$ cat src/rtl/rr_arb_mux_if.sv
// Bundle of the producer-side and consumer-side handshake signals of rr_arb_mux.
// A word moves on a channel when valid and ready are both high at a rising clk edge.
// A valid source holds its word until it is taken, and must not wait for ready before raising valid.
interface rr_arb_mux_if #(
  parameter int W = 7,
  parameter int N = 8
);
  logic [N*W-1:0] in_data;
  logic [N-1:0]   in_valid;
  logic [N-1:0]   in_ready;
  logic           prio_mode;
  logic [W-1:0]   out_data;
  logic           out_valid;
  logic           out_ready;
  logic [N-1:0]   grant;

  // Master is the environment (producers plus consumer); slave is the mux itself.
  modport master (
    output in_data, in_valid, prio_mode, out_ready,
    input  in_ready, out_data, out_valid, grant
  );

  modport slave (
    input  in_data, in_valid, prio_mode, out_ready,
    output in_ready, out_data, out_valid, grant
  );
endinterface

$ cat src/rtl/rr_arb_mux.sv
// N-channel self-arbitrating registered mux: a round-robin or fixed-priority arbiter
// picks one valid channel and loads its word into a single output register.
module rr_arb_mux #(
  parameter int W  = 7,
  parameter int N  = 8,
  localparam int IW = $clog2(N)
) (
  input logic        clk,
  input logic        rst_n,
  rr_arb_mux_if.slave bus
);

  logic [IW-1:0] r_last;
  logic [W-1:0]  r_out_data;
  logic          r_out_valid;
  logic [N-1:0]  r_grant;

  logic          w_load_en;
  logic          w_rr_found;
  logic [IW-1:0] w_rr_win;
  logic [IW-1:0] w_rr_idx;
  logic          w_fx_found;
  logic [IW-1:0] w_fx_win;
  logic          w_found;
  logic [IW-1:0] w_winner;
  logic [N-1:0]  w_onehot;
  logic [W-1:0]  w_sel_data;

  assign w_load_en = !r_out_valid || bus.out_ready;

  // Round-robin search starts just after the last winner; the wrap is an explicit
  // compare so non-power-of-two N never visits a non-existent channel.
  always_comb begin
    w_rr_found = 1'b0;
    w_rr_win   = '0;
    w_rr_idx   = r_last;
    for (int k = 0; k < N; k++) begin
      w_rr_idx = (w_rr_idx == IW'(N - 1)) ? '0 : w_rr_idx + 1'b1;
      if (!w_rr_found && bus.in_valid[w_rr_idx]) begin
        w_rr_found = 1'b1;
        w_rr_win   = w_rr_idx;
      end
    end
  end

  always_comb begin
    w_fx_found = 1'b0;
    w_fx_win   = '0;
    for (int i = N - 1; i >= 0; i--) begin
      if (bus.in_valid[i]) begin
        w_fx_found = 1'b1;
        w_fx_win   = IW'(i);
      end
    end
  end

  assign w_found  = bus.prio_mode ? w_fx_found : w_rr_found;
  assign w_winner = bus.prio_mode ? w_fx_win   : w_rr_win;

  always_comb begin
    w_onehot   = '0;
    w_sel_data = '0;
    for (int i = 0; i < N; i++) begin
      if (w_winner == IW'(i)) begin
        w_onehot[i] = w_found;
        w_sel_data  = bus.in_data[i*W +: W];
      end
    end
  end

  // Gating with rst_n keeps any handshake from completing while reset is held.
  assign bus.in_ready = (rst_n && w_load_en) ? w_onehot : '0;

  always_ff @(posedge clk or negedge rst_n) begin
    if (!rst_n) begin
      r_last      <= IW'(N - 1);
      r_out_data  <= '0;
      r_out_valid <= 1'b0;
      r_grant     <= '0;
    end else if (w_load_en) begin
      if (w_found) begin
        r_out_data  <= w_sel_data;
        r_grant     <= w_onehot;
        r_out_valid <= 1'b1;
        r_last      <= w_winner;
      end else begin
        r_out_valid <= 1'b0;
        r_grant     <= '0;
      end
    end
  end

  assign bus.out_data  = r_out_data;
  assign bus.out_valid = r_out_valid;
  assign bus.grant     = r_grant;

endmodule

$ cat src/flat_wrapper.sv
// flat-port wrapper written by rule: the top's interface ports become plain ports
module rr_arb_mux_flat 
#(
  parameter int W  = 7,
  parameter int N  = 8,
  localparam int IW = $clog2(N)
)
  (clk, rst_n, bus_in_data, bus_in_valid, bus_prio_mode, bus_out_ready, bus_in_ready, bus_out_data, bus_out_valid, bus_grant);
  rr_arb_mux_if #(.W(W), .N(N)) bus_i ();
  input logic clk;
  input logic rst_n;
  input wire logic [$bits(bus_i.in_data)-1:0] bus_in_data;
  input wire logic [$bits(bus_i.in_valid)-1:0] bus_in_valid;
  input wire logic [$bits(bus_i.prio_mode)-1:0] bus_prio_mode;
  input wire logic [$bits(bus_i.out_ready)-1:0] bus_out_ready;
  output wire logic [$bits(bus_i.in_ready)-1:0] bus_in_ready;
  output wire logic [$bits(bus_i.out_data)-1:0] bus_out_data;
  output wire logic [$bits(bus_i.out_valid)-1:0] bus_out_valid;
  output wire logic [$bits(bus_i.grant)-1:0] bus_grant;
  assign bus_i.in_data = bus_in_data;
  assign bus_i.in_valid = bus_in_valid;
  assign bus_i.prio_mode = bus_prio_mode;
  assign bus_i.out_ready = bus_out_ready;
  assign bus_in_ready = bus_i.in_ready;
  assign bus_out_data = bus_i.out_data;
  assign bus_out_valid = bus_i.out_valid;
  assign bus_grant = bus_i.grant;
  rr_arb_mux #(.W(W), .N(N)) u_core (.clk(clk), .rst_n(rst_n), .bus(bus_i));
endmodule
$ cat config.mk
export PLATFORM = sky130hd
export DESIGN_NAME = rr_arb_mux_flat
export DESIGN_NICKNAME = d
export VERILOG_FILES = /design/src/rtl/rr_arb_mux_if.sv /design/src/rtl/rr_arb_mux.sv /design/src/flat_wrapper.sv
export SDC_FILE = /design/constraint.sdc
export NUM_CORES = 1
export LEC_CHECK = 0
export BUFFER_PORTS_ARGS = -buffer_cell sky130_fd_sc_hd__buf_2
export CORE_MARGIN = 5
export CORE_UTILIZATION = 54
export DETAILED_ROUTE_END_ITERATION = 8
export HOLD_SLACK_MARGIN = 0.02
export PLACE_DENSITY = 0.86
export SYNTH_ARGS = -nofsm -noshare
export SYNTH_HDL_FRONTEND = slang
export SYNTH_SLANG_ARGS = --single-unit
export TNS_END_PERCENT = 5
$ cat constraint.sdc
create_clock -name clk -period 9.1 [get_ports clk]
set_input_delay 0.91 -clock clk [delete_from_list [all_inputs] [get_ports clk]]
set_output_delay 0.91 -clock clk [all_outputs]
set_load 0.02 [all_outputs]
* Word-level counts from Yosys, hierarchy flattened *
Index checks and enable logic that the tools add are counted.

storage, ports and cells
  output and inout bits = 24
  logic and storage cells = 131
  flip-flop bits (word level) = 19
  input port bits = 68

cells by class
  $lt $le $gt $ge = 8
  reductions and logical operators = 19
  eq/ne operators = 15
  $add $sub $neg = 8
  mux-type cells = 77

operator list
  kind                                                                   number
  3-bit 2-to-1 mux                                                       25
  7-bit 2-to-1 mux                                                       8
  3-bit equality test, second input constant                             12
  1-bit 2-to-1 mux                                                       34
  3-bit by 4-bit < comparator with 1-bit output, second input constant   8
  3-bit by 1-bit adder with 3-bit output, second input constant          8
  1-bit binary-select mux with 3-bit select                              8
  8-bit 2-to-1 mux                                                       2
  1-bit logical AND                                                      8
  1-bit logical NOT                                                      8
  3-bit by 2-bit equality test with 1-bit output, second input constant  2
  3-bit by 1-bit equality test with 1-bit output, second input constant  1
  3-bit logical NOT                                                      1
  2-bit AND reduction                                                    1
  1-bit logical OR                                                       1

* Longest topological paths before layout *
  depth in word-level cells = 36
  mapped depth = 15
  mapped depth without buffers = 12

* Least setup slack after synthesis *
Ideal clock, no wire load.

  path type = reg2out
  start = register u_core.r_last[0]
  end = output port bus_in_ready[1]
  buffers on the path = 2
  path slack = 4.606 ns
  stages on the path, launching flop included = 15
  data arrival time = 3.584 ns
  data required time = 8.190 ns
  cells stage by stage = dfstp_2 > ha_1 > ha_1 > buf_2 > xnor2_4 > xnor2_4 > mux2i_1 > nor2_1 > o311a_1 > o41ai_1 > a21oi_1 > inv_1 > buf_2 > nand3_1 > nor2_1

between the ends
  word-level cells in the longest chain between the ends = 30
  elaborated cells on any way between the ends = 75
  those cells by class = 8 x add/sub; 9 x eq/ne; 44 x mux; 14 x reduce/logical

RTL lines
  what                                                                                             line                text
  start: declaration                                                                               rr_arb_mux.sv:13    logic [IW-1:0] r_last;
  start signal: assignment                                                                         rr_arb_mux.sv:76    r_last <= IW'(N - 1);
  start signal: assignment                                                                         rr_arb_mux.sv:85    r_last <= w_winner;
  3-bit by 1-bit adder with 3-bit output / 3-bit equality test (equally long branches)             rr_arb_mux.sv:38    w_rr_idx = (w_rr_idx == IW'(N - 1)) ? '0 : w_rr_idx + 1'b1;
  3-bit 2-to-1 mux (*)                                                                             rr_arb_mux.sv:38
  parallel branches: the longest is 26 deep, another holds 3-bit by 1-bit adder with 3-bit output  --
  1-bit 2-to-1 mux (*)                                                                             rr_arb_mux.sv:64    if (w_winner == IW'(i)) begin
  8-bit 2-to-1 mux (*)                                                                             rr_arb_mux.sv:72    assign bus.in_ready = (rst_n && w_load_en) ? w_onehot : '0;
  end: declaration                                                                                 flat_wrapper.sv:16  output wire logic [$bits(bus_i.in_ready)-1:0] bus_in_ready;

Every way passes the cells marked *. The select of a mux whose other input is x is not followed.

* Worst setup path in the final report *
  start = register u_core.r_last[0]
  end = output port bus_in_ready[7]

between the ends
  word-level cells in the longest chain between the ends = 30
  elaborated cells on any way between the ends = 75
  those cells by class = 8 x add/sub; 9 x eq/ne; 44 x mux; 14 x reduce/logical

RTL lines
  what                                                                                             line
  3-bit by 1-bit adder with 3-bit output / 3-bit equality test (equally long branches)             rr_arb_mux.sv:38
  3-bit 2-to-1 mux (*)                                                                             rr_arb_mux.sv:38
  parallel branches: the longest is 26 deep, another holds 3-bit by 1-bit adder with 3-bit output  --
  1-bit 2-to-1 mux (*)                                                                             rr_arb_mux.sv:64
  8-bit 2-to-1 mux (*)                                                                             rr_arb_mux.sv:72

Marks and branches as above.

==> summary.md <==
| Metric | Value |
|---|---|
| Io pins | `92` |
| Compound-Gate Fraction of Synth Area | `32.55%` |
| Syn nets | `390` |
| Setup crit end kind | `output pin` |
| # DRC | `0` |
| Post-route setup slack | `3.078 ns` |
| VDD IR-drop max | `0.0003651 V` |
| Gr usage total | `25.70%` |
| Rows | `25` |
| Ys Warns | `0` |
| Vias in the first global route | `2690` |
| Worst reg2reg setup slack | `4.05 ns` |
| Core area | `4723 um2` |
| Mean routed wirelength per cell | `18.43 um` |
| Sequential Area | `479.2 um2` |
| Antenna-violating nets left | `0` |
| Area contributors post-synth | `dfrtp_1 15%, mux2i_1 8.8%, o21ai_0 5.2%, nand2_1 4.7%, mux2_2 4.7%` |
| Crit path DAT | `5.11 ns` |
| Max Clock Skew | `0.009384 ns` |
| WP data required | `8.19 ns` |
| Tot Pwr | `1.588 mW` |
| Critical path, cell by cell | `inv_1 -> ha_1 -> mux4_2 -> nor2_1 -> a311oi_1 -> nor3_2 -> o221ai_1 -> a32oi_2 -> a21boi_4 -> inv_1 -> nor2_1 -> buf_2` |
| Total gr overflow | `0` |
| Layout cells sized above 1 | `35.22%` |
| Syn Inst Count | `317` |
| RR Startpoint | `u_core.r_last[0]$_DFFE_PN1P_` |
| Reg2Reg Depth | `11` |
| Crit-path max cell delay | `0.93 ns` |
| Post-Synth Simple-Gate Area | `18.53%` |
| Status | `completed` |
| Mapped Area | `2614 um2` |
| Slowest cell on the critical path | `ha_1` |
| Synthesized flop and latch total | `19` |
| Final core occ | `65.48%` |
| Area of the multi-input gates | `1981 um2` |
| Synth Flop Type | `dfrtp_1` |
| CTS H-tree lvls | `1` |
| Seq/Total Area, Yosys | `18.33%` |
| Hold depth | `2` |
| Worst Hold End | `u_core.bus.grant[7]$_DFFE_PN0N_` |
| Die W | `79.57 um` |
| Syn_area_per_cell | `8.245 um2` |
| Die area | `6331 um2` |
| Hold WS | `0.4750 ns` |
| Area of placed instances | `3048 um2` |
| Largest family of logic cells by synthesized area | `compound AO/OA/AOI/OAI gates` |
| Max_slew headroom | `31.02%` |
| Hold/Removal Path Class | `reg2reg` |
| RSZ-0062 raised after global routing | `false` |
| 1st-iter DRT viols | `291` |
| First-pass GRT wire length | `13.12 mm` |
| Layout net count | `463` |
| Placed Cells | `452` |
| Mux share of post-synthesis cell area | `17.86%` |
| Final HPWL DP | `6.529 mm` |
| Post-Synth XOR/XNOR Area | `4.452%` |
| Clock Tree Buf Depth | `2` |
| Number of port buffers | `91` |
| Dpl ws | `3.429 ns` |
| Post-synthesis adder-cell area fraction | `2.393%` |
| Diode count | `0` |
| TritonRoute pass-1 iters | `4` |
| Clock-pin slew on the worst setup and hold paths | `0.08 ns` |
| Postcts setup bufs | `0` |
| Yosys cell types | `64` |
| WS Path Type | `reg2out` |
| Post-Layout Cell Count | `456` |
| GP Congestion | `0.9312` |
| Crit-path max FO | `25` |
| Post-synth EDFFs | `0` |
| Final setup viols | `0` |
| Minimum clock period | `6.022 ns` |
| Final hold violations | `0` |
| Initial core utilization | `55.34%` |
| TritonCTS buffer count | `3` |
| Layout area overhead | `18.33%` |
| Cell family with most CP delay | `compound AO/OA/AOI/OAI gates` |
| Die H | `79.57 um` |
| Worst Max-Slew Pin Slew | `1.035 ns` |
| Setup TNS | `0 ns` |
| Routed vias | `2905` |
| Hold Buf Count CTS | `0` |
| Max-cap violation count | `0` |
| Pins Over Slew Limit | `0` |
| Design Area, Final | `3093 um2` |
| Initial antenna violation count | `0` |
| PwrDens | `513.5 nW/um2` |
| Leak Pwr | `1.385 nW` |
| Worst-skew pair later-pin latency | `0.27 ns` |
| Final period util | `66.18%` |
| FMAX | `166.1 MHz` |
| CTS root buf | `clkbuf_8` |
| Fill count | `426` |
| Post-synth top area cell | `dfrtp_1` |
| CTS resizes | `0` |
| HP Start | `u_core.bus.grant[7]$_DFFE_PN0N_` |
| Via/cell ratio | `6.371` |
| RR Endpoint | `u_core.bus.out_data[0]$_DFFE_PN0P_` |
| Setup crit start kind | `register` |
| Drt total wl | `8.406 mm` |
| Ys async rst share | `100.0%` |
| Largest net degree at the start of global routing | `28` |
| CTS tree | `built` |
| Buf/Inv on CP | `3` |
| Yosys top cell area share | `15.32%` |
| Clock sink count | `19` |
==> tightest hold or removal path, stage by stage, from the launching register on <==
cell and delay (ns):
dfrtp_1 0.34, nand2_1 0.05, nand2_1 0.05
==> placed cells by master, fill, tap and decap left out, types with 3 or more instances in the layout <==
master	count
buf_2	91
nand2_1	33
o21ai_0	27
nor2_1	25
mux2i_1	23
dfrtp_1	16
a21oi_1	15
nand3_1	13
mux2_2	11
inv_1	9
o31ai_1	9
o22ai_1	9
o221ai_1	7
and2_1	6
a41oi_1	6
mux4_2	5
nand2b_1	5
ha_1	5
nor3_1	4
nor2b_1	4
o221a_2	3
a2111oi_0	3
o21a_1	3
a31oi_1	3
o211ai_1	3
clkbuf_8	3
dfstp_2	3
==> metal layers <==
layer | vias to the layer above | global-route usage (%) | routed length (um)
met5 | - | 0 | 0
met4 | 0 | 9.794 | 308
met3 | 30 | 2.935 | 636
met2 | 150 | 41.15 | 4029
met1 | 1368 | 35.26 | 3431
li1 | 1357 | - | -
==> flip-flops by register name, summed over array words and instances (netlist names) <==
| signal | flops |
|---|---|
| u_core.bus.grant | 8 |
| u_core.bus.out_data | 7 |
| u_core.r_last | 3 |
| u_core.bus.out_valid | 1 |
==> where the power goes <==
group | internal, mW | switching (mW)
Combinational | 0.559 | 0.821
Clock | 0.0312 | 0.0312
Sequential | 0.124 | 0.0223
==> worst max path at each step <==
| stage | from | to | slack [ns] | cells after the start |
|---|---|---|---|---|
| after floorplan | u_core.r_last[0]$_DFFE_PN1P_ | bus_in_ready[1] | 4.61 | 14 |
| after global placement | u_core.r_last[0]$_DFFE_PN1P_ | bus_in_ready[7] | 3.54 | 11 |
| after detailed placement | u_core.r_last[0]$_DFFE_PN1P_ | bus_in_ready[7] | 3.43 | 12 |
| after CTS | u_core.r_last[0]$_DFFE_PN1P_ | bus_in_ready[7] | 3.13 | 11 |
| after global routing | u_core.r_last[0]$_DFFE_PN1P_ | bus_in_ready[7] | 2.70 | 12 |
| final | u_core.r_last[0]$_DFFE_PN1P_ | bus_in_ready[7] | 3.08 | 12 |
==> final cells by class <==
cell class | count | area share, %
sequential | 19 | 15.49
tap | 67 | 2.710
timing repair buffer | 93 | 15.21
clock buffer | 4 | 1.456
inverter | 9 | 1.092
multi-input combinational | 264 | 64.04
==> kinds of logic after synthesis <==
| logic type | Yosys count |
|---|---|
| multiplexers | 39 |
| AO/OA/AOI/OAI | 115 |
| flip-flops | 19 |
| AND/OR/NAND/NOR | 99 |
| XOR/XNOR | 6 |
| buffers and inverters | 34 |
| adder cells (fa/ha/maj) | 5 |
==> Yosys cell counts (3+ instances only) <==
master      n
a31oi_1     3
o221ai_1    7
nand3_1    13
nand2b_1    5
inv_1       9
a21oi_1    15
ha_1        5
nand2_1    33
nor3_1      4
and2_1      6
mux2_2     11
clkbuf_1   13
nor2_1     25
dfstp_2     3
o21ai_0    27
o221a_2     3
nor2b_1     4
o31ai_1     9
a41oi_1     6
buf_2       9
dfrtp_1    16
o211ai_1    3
o22ai_1     9
o21a_1      3
mux4_2      5
a2111oi_0   3
mux2i_1    23
Note: power is estimated with default switching activity, not from simulation.
